==> src/rtl/video_timing.sv <==
// Raster timing generator: h/v counters, sync/blank flags, scan address
// and IRQ sources, advanced once per en_e strobe.
module video_timing #(
    parameter int H_TOTAL       = 64,
    parameter int H_ACTIVE      = 50,
    parameter int HSYNC_START   = 54,
    parameter int HSYNC_WIDTH   = 4,
    parameter int V_TOTAL       = 260,
    parameter int V_ACTIVE      = 248,
    parameter int VSYNC_START   = 250,
    parameter int VSYNC_WIDTH   = 3,
    parameter int COUNT240_LINE = 240
) (
    input  logic        clk,
    input  logic        rst,
    input  logic        en_e,
    output logic [5:0]  h_count,
    output logic [8:0]  v_count,
    output logic [13:0] video_addr,
    output logic [7:0]  vcount_reg,
    output logic        hblank,
    output logic        vblank,
    output logic        hsync,
    output logic        vsync,
    output logic        va11,
    output logic        count240,
    output logic        pixel_load,
    output logic        line_start,
    output logic        frame_start
);

    localparam logic [5:0] H_LAST  = 6'(H_TOTAL - 1);
    localparam logic [5:0] H_ACT   = 6'(H_ACTIVE);
    localparam logic [5:0] HS_BEG  = 6'(HSYNC_START);
    localparam logic [5:0] HS_END  = 6'(HSYNC_START + HSYNC_WIDTH);
    localparam logic [8:0] V_LAST  = 9'(V_TOTAL - 1);
    localparam logic [8:0] V_ACT   = 9'(V_ACTIVE);
    localparam logic [8:0] VS_BEG  = 9'(VSYNC_START);
    localparam logic [8:0] VS_END  = 9'(VSYNC_START + VSYNC_WIDTH);
    localparam logic [8:0] V_240   = 9'(COUNT240_LINE);

    logic       h_wrap;
    logic       v_wrap;
    logic [5:0] h_next;
    logic [8:0] v_next;
    logic       hblank_next;
    logic       vblank_next;
    logic       hsync_next;
    logic       vsync_next;

    // Flags are derived from the position the counters are about to take,
    // so every registered output agrees with the counters in the same clk.
    always_comb begin
        h_wrap      = (h_count == H_LAST);
        v_wrap      = (v_count == V_LAST);
        h_next      = h_wrap ? 6'd0 : h_count + 6'd1;
        v_next      = v_count;
        if (h_wrap) begin
            v_next = v_wrap ? 9'd0 : v_count + 9'd1;
        end
        hblank_next = (h_next >= H_ACT);
        vblank_next = (v_next >= V_ACT);
        hsync_next  = (h_next >= HS_BEG) && (h_next < HS_END);
        vsync_next  = (v_next >= VS_BEG) && (v_next < VS_END);
    end

    always_ff @(posedge clk) begin
        if (rst) begin
            h_count     <= '0;
            v_count     <= '0;
            video_addr  <= '0;
            vcount_reg  <= '0;
            hblank      <= 1'b0;
            vblank      <= 1'b0;
            hsync       <= 1'b0;
            vsync       <= 1'b0;
            va11        <= 1'b0;
            count240    <= 1'b0;
            pixel_load  <= 1'b0;
            line_start  <= 1'b0;
            frame_start <= 1'b0;
        end else begin
            pixel_load  <= en_e && !hblank_next && !vblank_next;
            line_start  <= en_e && h_wrap;
            frame_start <= en_e && h_wrap && v_wrap;
            if (en_e) begin
                h_count    <= h_next;
                v_count    <= v_next;
                video_addr <= {h_next, v_next[7:0]};
                vcount_reg <= {v_next[7:2], 2'b00};
                hblank     <= hblank_next;
                vblank     <= vblank_next;
                hsync      <= hsync_next;
                vsync      <= vsync_next;
                va11       <= v_next[5];
                count240   <= (v_next >= V_240);
            end
        end
    end

endmodule

==> config.mk <==
export PLATFORM = sky130hd
export DESIGN_NAME = video_timing
export DESIGN_NICKNAME = d
export VERILOG_FILES = /design/src/rtl/video_timing.sv
export SDC_FILE = /design/constraint.sdc
export NUM_CORES = 1
export LEC_CHECK = 0
export CORE_AREA = 2 2 75 59
export CTS_BUF_LIST = sky130_fd_sc_hd__clkbuf_8
export DETAILED_ROUTE_END_ITERATION = 8
export DIE_AREA = 0 0 77 61
export GPL_TIMING_DRIVEN = 0
export HOLD_SLACK_MARGIN = 0.15
export PLACE_DENSITY_LB_ADDON = 0.12
export SLEW_MARGIN = 30
export SYNTH_ARGS = -nofsm -noshare
export SYNTH_HDL_FRONTEND = slang
export SYNTH_SLANG_ARGS = --single-unit
==> constraint.sdc <==
create_clock -name clk -period 1.9 [get_ports clk]
set_clock_uncertainty 0.1 [all_clocks]
set_input_delay 0.38 -clock clk [delete_from_list [all_inputs] [get_ports clk]]
set_output_delay 0.38 -clock clk [all_outputs]
set_load 0.02 [all_outputs]
Word level (Yosys, flattened, before mapping)
Cells that the tools add are included.
Word-level totals
  register bits: 44
  input port bits: 3
  output and inout bits: 46
Operators by class
  add/sub/neg operators: 2
  $lt $le $gt $ge: 7
  equality and inequality tests: 2
  muxes and demuxes: 3
  reductions and logical operators: 8
Operators with widths (count)
  9-bit by 8-bit >= comparator with 1-bit output (second input constant): 3
  9-bit two-way mux: 2
  6-bit >= comparator (second input constant): 2
  9-bit by 1-bit adder with 9-bit output (second input constant): 1
  9-bit equality test (second input constant): 1
  9-bit by 8-bit < comparator with 1-bit output (second input constant): 1
  6-bit by 1-bit adder with 6-bit output (second input constant): 1
  6-bit equality test (second input constant): 1
  1-bit logical AND: 6
  6-bit < comparator (second input constant): 1
  6-bit two-way mux: 1
  1-bit zero test: 2

Longest topological paths before layout
Gate-level depths: netlist of the first run.
  depth in word-level cells: 6
  gate-level depth with buffers: 8
  mapped depth without buffers: 8

Least setup slack after synthesis of the first run
No wires, ideal clock.
  kind: register to register
  start point: register v_count[4]
  end point: register vsync
  library setup time: 0.116 ns
  arrival time: 2.024 ns
  path slack: -0.340 ns
  cell stages (with the launch flop): 7
  buffers on the path: 1
  path through: dfxtp_1 buf_6 or4b_4 or4_4 a41oi_2 nand2_1 a41o_1
On the way
  longest elaborated chain between the ends: 5
  elaborated cells on any way between the ends: 7
  classes of those cells: 1 x add/sub; 2 x order compare; 1 x eq/ne; 2 x mux; 1 x reduce/logical
RTL lines
  start, declared: RTL line 18  | output logic [8:0] v_count,
  start signal, assigned: RTL line 88  | v_count <= v_next;
  9-bit by 1-bit adder with 9-bit output or 9-bit equality test (tied branches): RTL line 59, 55
  9-bit two-way mux: RTL line 59  | v_next = v_wrap ? 9'd0 : v_count + 9'd1;
  9-bit two-way mux *: RTL line 58  | if (h_wrap) begin
  9-bit by 8-bit >= comparator with 1-bit output or 9-bit by 8-bit < comparator with 1-bit output (tied branches): RTL line 64  | vsync_next = (v_next >= VS_BEG) && (v_next < VS_END);
  1-bit logical AND *: RTL line 64
  end signal, assigned: RTL line 94  | vsync <= vsync_next;
  end, declared: RTL line 24  | output logic vsync,
Every way passes the cells marked *; elsewhere a longest branch is shown, timed or not.
A chain may end at the register's enable or synchronous reset.

Worst setup path after layout of the first run
Same ends and word-level chain as after synthesis.

==> impl_metrics.yaml, run 1 <==
timing:
  timing.slew.headroom_pct: 59.8
  finalCritPeriodShare_pct: 111
  worst_slack_ns: -0.213
  setup_viol: 10
  hold_violations: 0
  rsz0062_at_grt: "yes"
  fmaxAchievable_mhz: 473
  tightestPinTransition_ns: 0.603
  fin_crit_ns: 2.11
  whs_ns: 0.379
  drv_slew: 0
pwr:
  peakVddDrop_mv: 0.321
  leakage_nw: 1.15
  p_total_w: 0.000993
  p_per_area_nw_per_um2: 394
placement:
  gp_congestion: 0.854
  dp_cells: 311
  io_buffers: 46
  dp_slack_ns: -0.335
  placed_area_um2: 2240
  dp_hpwl_um: 3060
detailed_routing:
  wl_met3_um: 349
  drc_errors: 0
  routed_via_density: 5.30
  wl_per_cell_um: 14.4
  wl_met2_um: 2000
  final_antenna_net_count: 0
  wl_met1_um: 2310
  top_layer: "met4"
  dr.pass1.iters: 4
  dr.first_iter.drc_count: 153
  dr_total_vias: 1728
  drt_wl_total_um: 4680
layout:
  final_area_um2: 2520
  num_antenna_cells: 0
  final_cell_mix: "clkdlybuf4s50_1 (37), buf_4 (36), nor2_1 (24)"
  final_common_cell: "clkdlybuf4s50_1"
  layout.cells.non_filler: 326
  area_delta_synth_final_pct: 50.5
  drive_above_1_share_pct: 33.9
  final_nets: 278
critical_path:
  cpPeakStageDelay_ns: 0.53
  crit_slowest_cell: "or4b_4"
  startpoint_type: "register"
  crit_fanout: 3
  cpLargestDelayFamily: "simple AND/OR/NAND/NOR gates"
  critPathRequiredTime_ns: 1.96
  end_kind: "register"
  cp_cell_sequence: "buf_6, or4b_4, or4_4, a41oi_2, nand2_1, a41o_1"
  arrival_ns: 2.17
  crit_buf_inv: 1
  worstSetupPathType: "register to register"
die:
  boundaryPins: 49
  die_h_um: 61
  start_util_pct: 42.3
  std_cell_rows: 20
  core_um2: 3950
  die_area_um2: 4700
  die_w_um: 77
status:
  status: "finished with violations"
  violations: "negative setup slack"
synthesis:
  synth_cell_types: 56
  async_flop_share_pct: 0
  synthFlopType: "dfxtp_1"
  yosysWarnings: 0
  synth_seq_area_share_pct: 27.5
  synth_area_um2: 1670
  syn_inst: 209
  synth.ff_latch_count: 23
  avgSynthCellArea_um2: 8.00
  synth_edf_count: 0
cts:
  cts_sinks: 23
  htree_levels: 1
  clk_pin_slew_worst_paths_ns: 0.08
  clk_path_buf_depth: 2
  cts-root-buf: "clkbuf_8"
  numCtsBuffers: 3
  cts.hold.buffers_added: 0
  tritoncts: "built"
  clk_latency_ns: 0.26
global_route:
  grt_pass1_wl_um: 7010
  grt.total_usage_pct: 19.1
  grt_max_degree: 14
  grt_pass1_vias: 1410
  antenna_found_initial: 0
  gr-total-overflow: 0
hold_path:
  hp-class: "register to register"
flow_run:
  drv_cap: 0
==> state kept, by name, summed over array words and instances (netlist names) <==
signal,flops
count240,1
frame_start,1
h_count,6
hblank,1
hsync,1
line_start,1
pixel_load,1
v_count,9
vblank,1
vsync,1
==> cells by family after synthesis <==
family | count (synthesis) | share of synthesized area (%)
buf+inv | 40 | 14.9
xor+xnor | 8 | 4.19
simple gates | 90 | 30.4
fa+ha+maj | 3 | 2.24
other cells | 1 | 0.224
compound gates | 42 | 19.2
mux | 2 | 1.27
flops | 23 | 27.5
==> where the power goes <==
group | internal [W] | switching [W] | leakage [nW]
Clock | 0.000144 | 0.000156 | 0.0269
Combinational | 0.0000886 | 0.0000963 | 0.926
Sequential | 0.000491 | 0.0000161 | 0.194
Total | 0.000724 | 0.000269 | 1.15
==> layout make-up <==
| class | count | area [µm²] |
|---|---|---|
| inverter | 2 | 7.51 |
| fill | 366 | 1440 |
| clock buffer | 3 | 41.3 |
| tap | 55 | 68.8 |
| timing repair buffer | 57 | 568 |
| clock inverter | 1 | 3.75 |
| multi-input combinational | 147 | 1080 |
| buffer | 38 | 262 |
| sequential | 23 | 487 |
==> per-layer routing <==
metal / GRT usage, % / vias to the layer above
met2: 28.6 / 79
met5: 0 / -
met4: 3.06 / 0
li1: - / 854
met1: 29.1 / 793
met3: 3.57 / 2
==> stage by stage <==
stage | util (%) | TNS [ns]
2_1_floorplan | - | -0.773
3_3_place_gp | 56.6 | -2.08
3_5_place_dp | 56.6 | -2.09
4_1_cts | 60.3 | -1.46
5_1_grt | 63.7 | -1.96
6_report | 63.7 | -0.958
==> path summary, 6_finish.rpt <==
| path | endpoint | slack [ns] | from | depth (start not counted) |
|---|---|---|---|---|
| max | vsync$_SDFFE_PP0P_ | -0.21 | v_count[4]$_SDFFE_PP0P_ | 6 |
| min | count240$_SDFFE_PP0P_ | 0.38 | count240$_SDFFE_PP0P_ | 2 |
| min reg2reg | count240$_SDFFE_PP0P_ | 0.38 | count240$_SDFFE_PP0P_ | 2 |
| max reg2reg | vsync$_SDFFE_PP0P_ | -0.21 | v_count[4]$_SDFFE_PP0P_ | 6 |
==> what timing repair did <==
item                       CTS  global route
setup endpoints to repair   20            23
resized for setup           16            33
pin swaps                    9            11
setup buffers                8             4
==> worst register-to-register path, cell delays in order, from the launching register on <==
cell and delay (ns):
dfxtp_4 0.35, buf_6 0.11, or4b_4 0.53, or4_4 0.46, a41oi_2 0.14, nand2_1 0.08, a41o_1 0.23
==> cells in the mapped netlist, types with 5 or more instances <==
master / number / area share [%]
nor2_1: 26 / 5.8
buf_4: 23 / 10
dfxtp_1: 23 / 28
nand2_1: 15 / 3.4
a21oi_1: 11 / 3.3
clkbuf_1: 8 / 1.8
nand4_1: 7 / 2.6
nor3_1: 7 / 2.1
xor2_1: 7 / 3.7
nor2b_1: 5 / 1.9
(Power assumes the default switching activity.)
==> inputs of run 2 (changes only) <==
CORE_AREA = 2 2 76 60   (was 2 2 75 59)
CTS_BUF_LIST = sky130_fd_sc_hd__clkbuf_4 sky130_fd_sc_hd__clkbuf_8 sky130_fd_sc_hd__clkbuf_16   (was sky130_fd_sc_hd__clkbuf_8)
CTS_CLUSTER_DIAMETER = 60   (was default)
DIE_AREA = 0 0 78 62   (was 0 0 77 61)
==> impl_metrics.yaml, run 2 (same netlist as run 1, synthesis figures left out) <==
die:
  die_h_um: 62
  die_w_um: 78
  core_um2: 4200
  start_util_pct: 39.8
  boundaryPins: 49
  die_area_um2: 4840
  std_cell_rows: 21
critical_path:
  rrSetupSlack_ns: -0.24
  arrival_ns: 2.21
  startpoint_type: "register"
  cp_cell_sequence: "or4b_4, or4_4, a41oi_2, nand2_1, a41o_1"
  crit_fanout: 5
  worstSetupPathType: "register to register"
  critPathRequiredTime_ns: 1.97
  cpPeakStageDelay_ns: 0.54
  crit_slowest_cell: "or4b_4"
  worst_r2r_path_depth: 5
  end_kind: "register"
layout:
  fillers: 387
  final_cell_mix: "clkdlybuf4s50_1 (36), buf_4 (34), nor2_1 (24)"
  final_common_cell: "clkdlybuf4s50_1"
  top_regs: "v_count: 9 flops, h_count: 6 flops"
  regMostFlops: "v_count"
  largest_reg_flops: 9
  num_antenna_cells: 0
  drive_above_1_share_pct: 34.9
  final_nets: 279
  final_area_um2: 2570
  area_delta_synth_final_pct: 53.7
timing:
  fmaxAchievable_mhz: 467
  setup_viol: 9
  hold_violations: 0
  finalCritPeriodShare_pct: 113
  finalSetupTns_ns: -1.20
  fin_crit_ns: 2.14
  drv_slew: 0
  rsz0062_at_grt: "yes"
  timing.slew.headroom_pct: 57.1
  worst_slack_ns: -0.239
  tightestPinTransition_ns: 0.644
detailed_routing:
  drc_errors: 0
  dr.pass1.iters: 4
  routed_via_density: 5.19
  wl_per_cell_um: 13.6
  dr.first_iter.drc_count: 99
  final_antenna_net_count: 0
  drt_wl_total_um: 4480
  dr_total_vias: 1707
pwr:
  peakVddDrop_mv: 0.411
  p_total_w: 0.00102
  p_per_area_nw_per_um2: 395
  leakage_nw: 1.21
cts:
  numCtsBuffers: 3
  clk_path_buf_depth: 2
  clk_pin_slew_worst_paths_ns: 0.09
  cts_sinks: 23
  cts-root-buf: "clkbuf_8"
  tritoncts: "built"
  htree_levels: 1
  cts.hold.buffers_added: 0
  clk_latency_ns: 0.27
status:
  violations: "negative setup slack"
  status: "finished with violations"
placement:
  dp_hpwl_um: 3010
  placed_area_um2: 2240
  gp_congestion: 0.845
  io_buffers: 46
global_route:
  grt_max_degree: 14
  antenna_found_initial: 0
  gr-total-overflow: 0
  grt.total_usage_pct: 18.4
  grt_pass1_wl_um: 6960
  grt_pass1_vias: 1425
hold_path:
  hp-class: "register to register"
  holdPathStages: 2
flow_run:
  drv_cap: 0
run 2: layout make-up:
cell class	instances	area (µm²)	area share [%]
clock buffer	4	48.8	1.90
sequential	23	487	18.9
multi-input combinational	147	1110	43.4
timing repair buffer	58	583	22.7
buffer	38	259	10.1
inverter	2	7.51	0.292
tap	57	71.3	2.77
run 2: power breakdown:
part	switching, W	internal, W	total, W	leakage [nW]
combinational	0.0000952	0.0000852	0.000180	0.991
clock	0.000164	0.000164	0.000328	0.0262
sequential	0.0000169	0.000491	0.000508	0.194
total	0.000276	0.000740	0.00102	1.21
run 2: path summary, 6_finish.rpt:
path	end	start
worst min-delay path	hsync$_SDFFE_PP0P_	hsync$_SDFFE_PP0P_
worst max register to register	vsync$_SDFFE_PP0P_	v_count[8]$_SDFFE_PP0P_
worst min register to register	hsync$_SDFFE_PP0P_	hsync$_SDFFE_PP0P_
worst max-delay path	vsync$_SDFFE_PP0P_	v_count[8]$_SDFFE_PP0P_
run 2: worst max-delay path, delay by kind of cell (launching register included):
family / cells / cell delay (ns)
flip-flops: 1 / 0.48
AO/OA/AOI/OAI: 2 / 0.37
AND/OR/NAND/NOR: 3 / 1.08
run 2: repair_timing:
action	in CTS	in global routing
pin swaps	10	9
cloned	0	0
gates resized for setup	19	32
setup endpoints to repair	21	25
setup buffers	7	6
run 2: through the flow:
stage                     setup slack [ns]  util (%)  instances  hold slack, ns
after floorplan                     -0.194         -        210           0.349
after global placement              -0.358      53.3        313           0.360
after detailed placement            -0.361      53.3        313           0.364
after CTS                           -0.236      57.0        324           0.378
after global routing                -0.287      61.2        329           0.403
final                               -0.239      61.2        329           0.376
run 2: per-layer routing:
metal  wire [µm]  vias up  share of wire, %  track usage, %
li1            -      856                 -               -
met1        2280      789                51            27.4
met2        1880       58                42            27.3
met3         272        4               6.1            3.76
met4          50        0               1.1            5.01
met5           0        -                 0               0
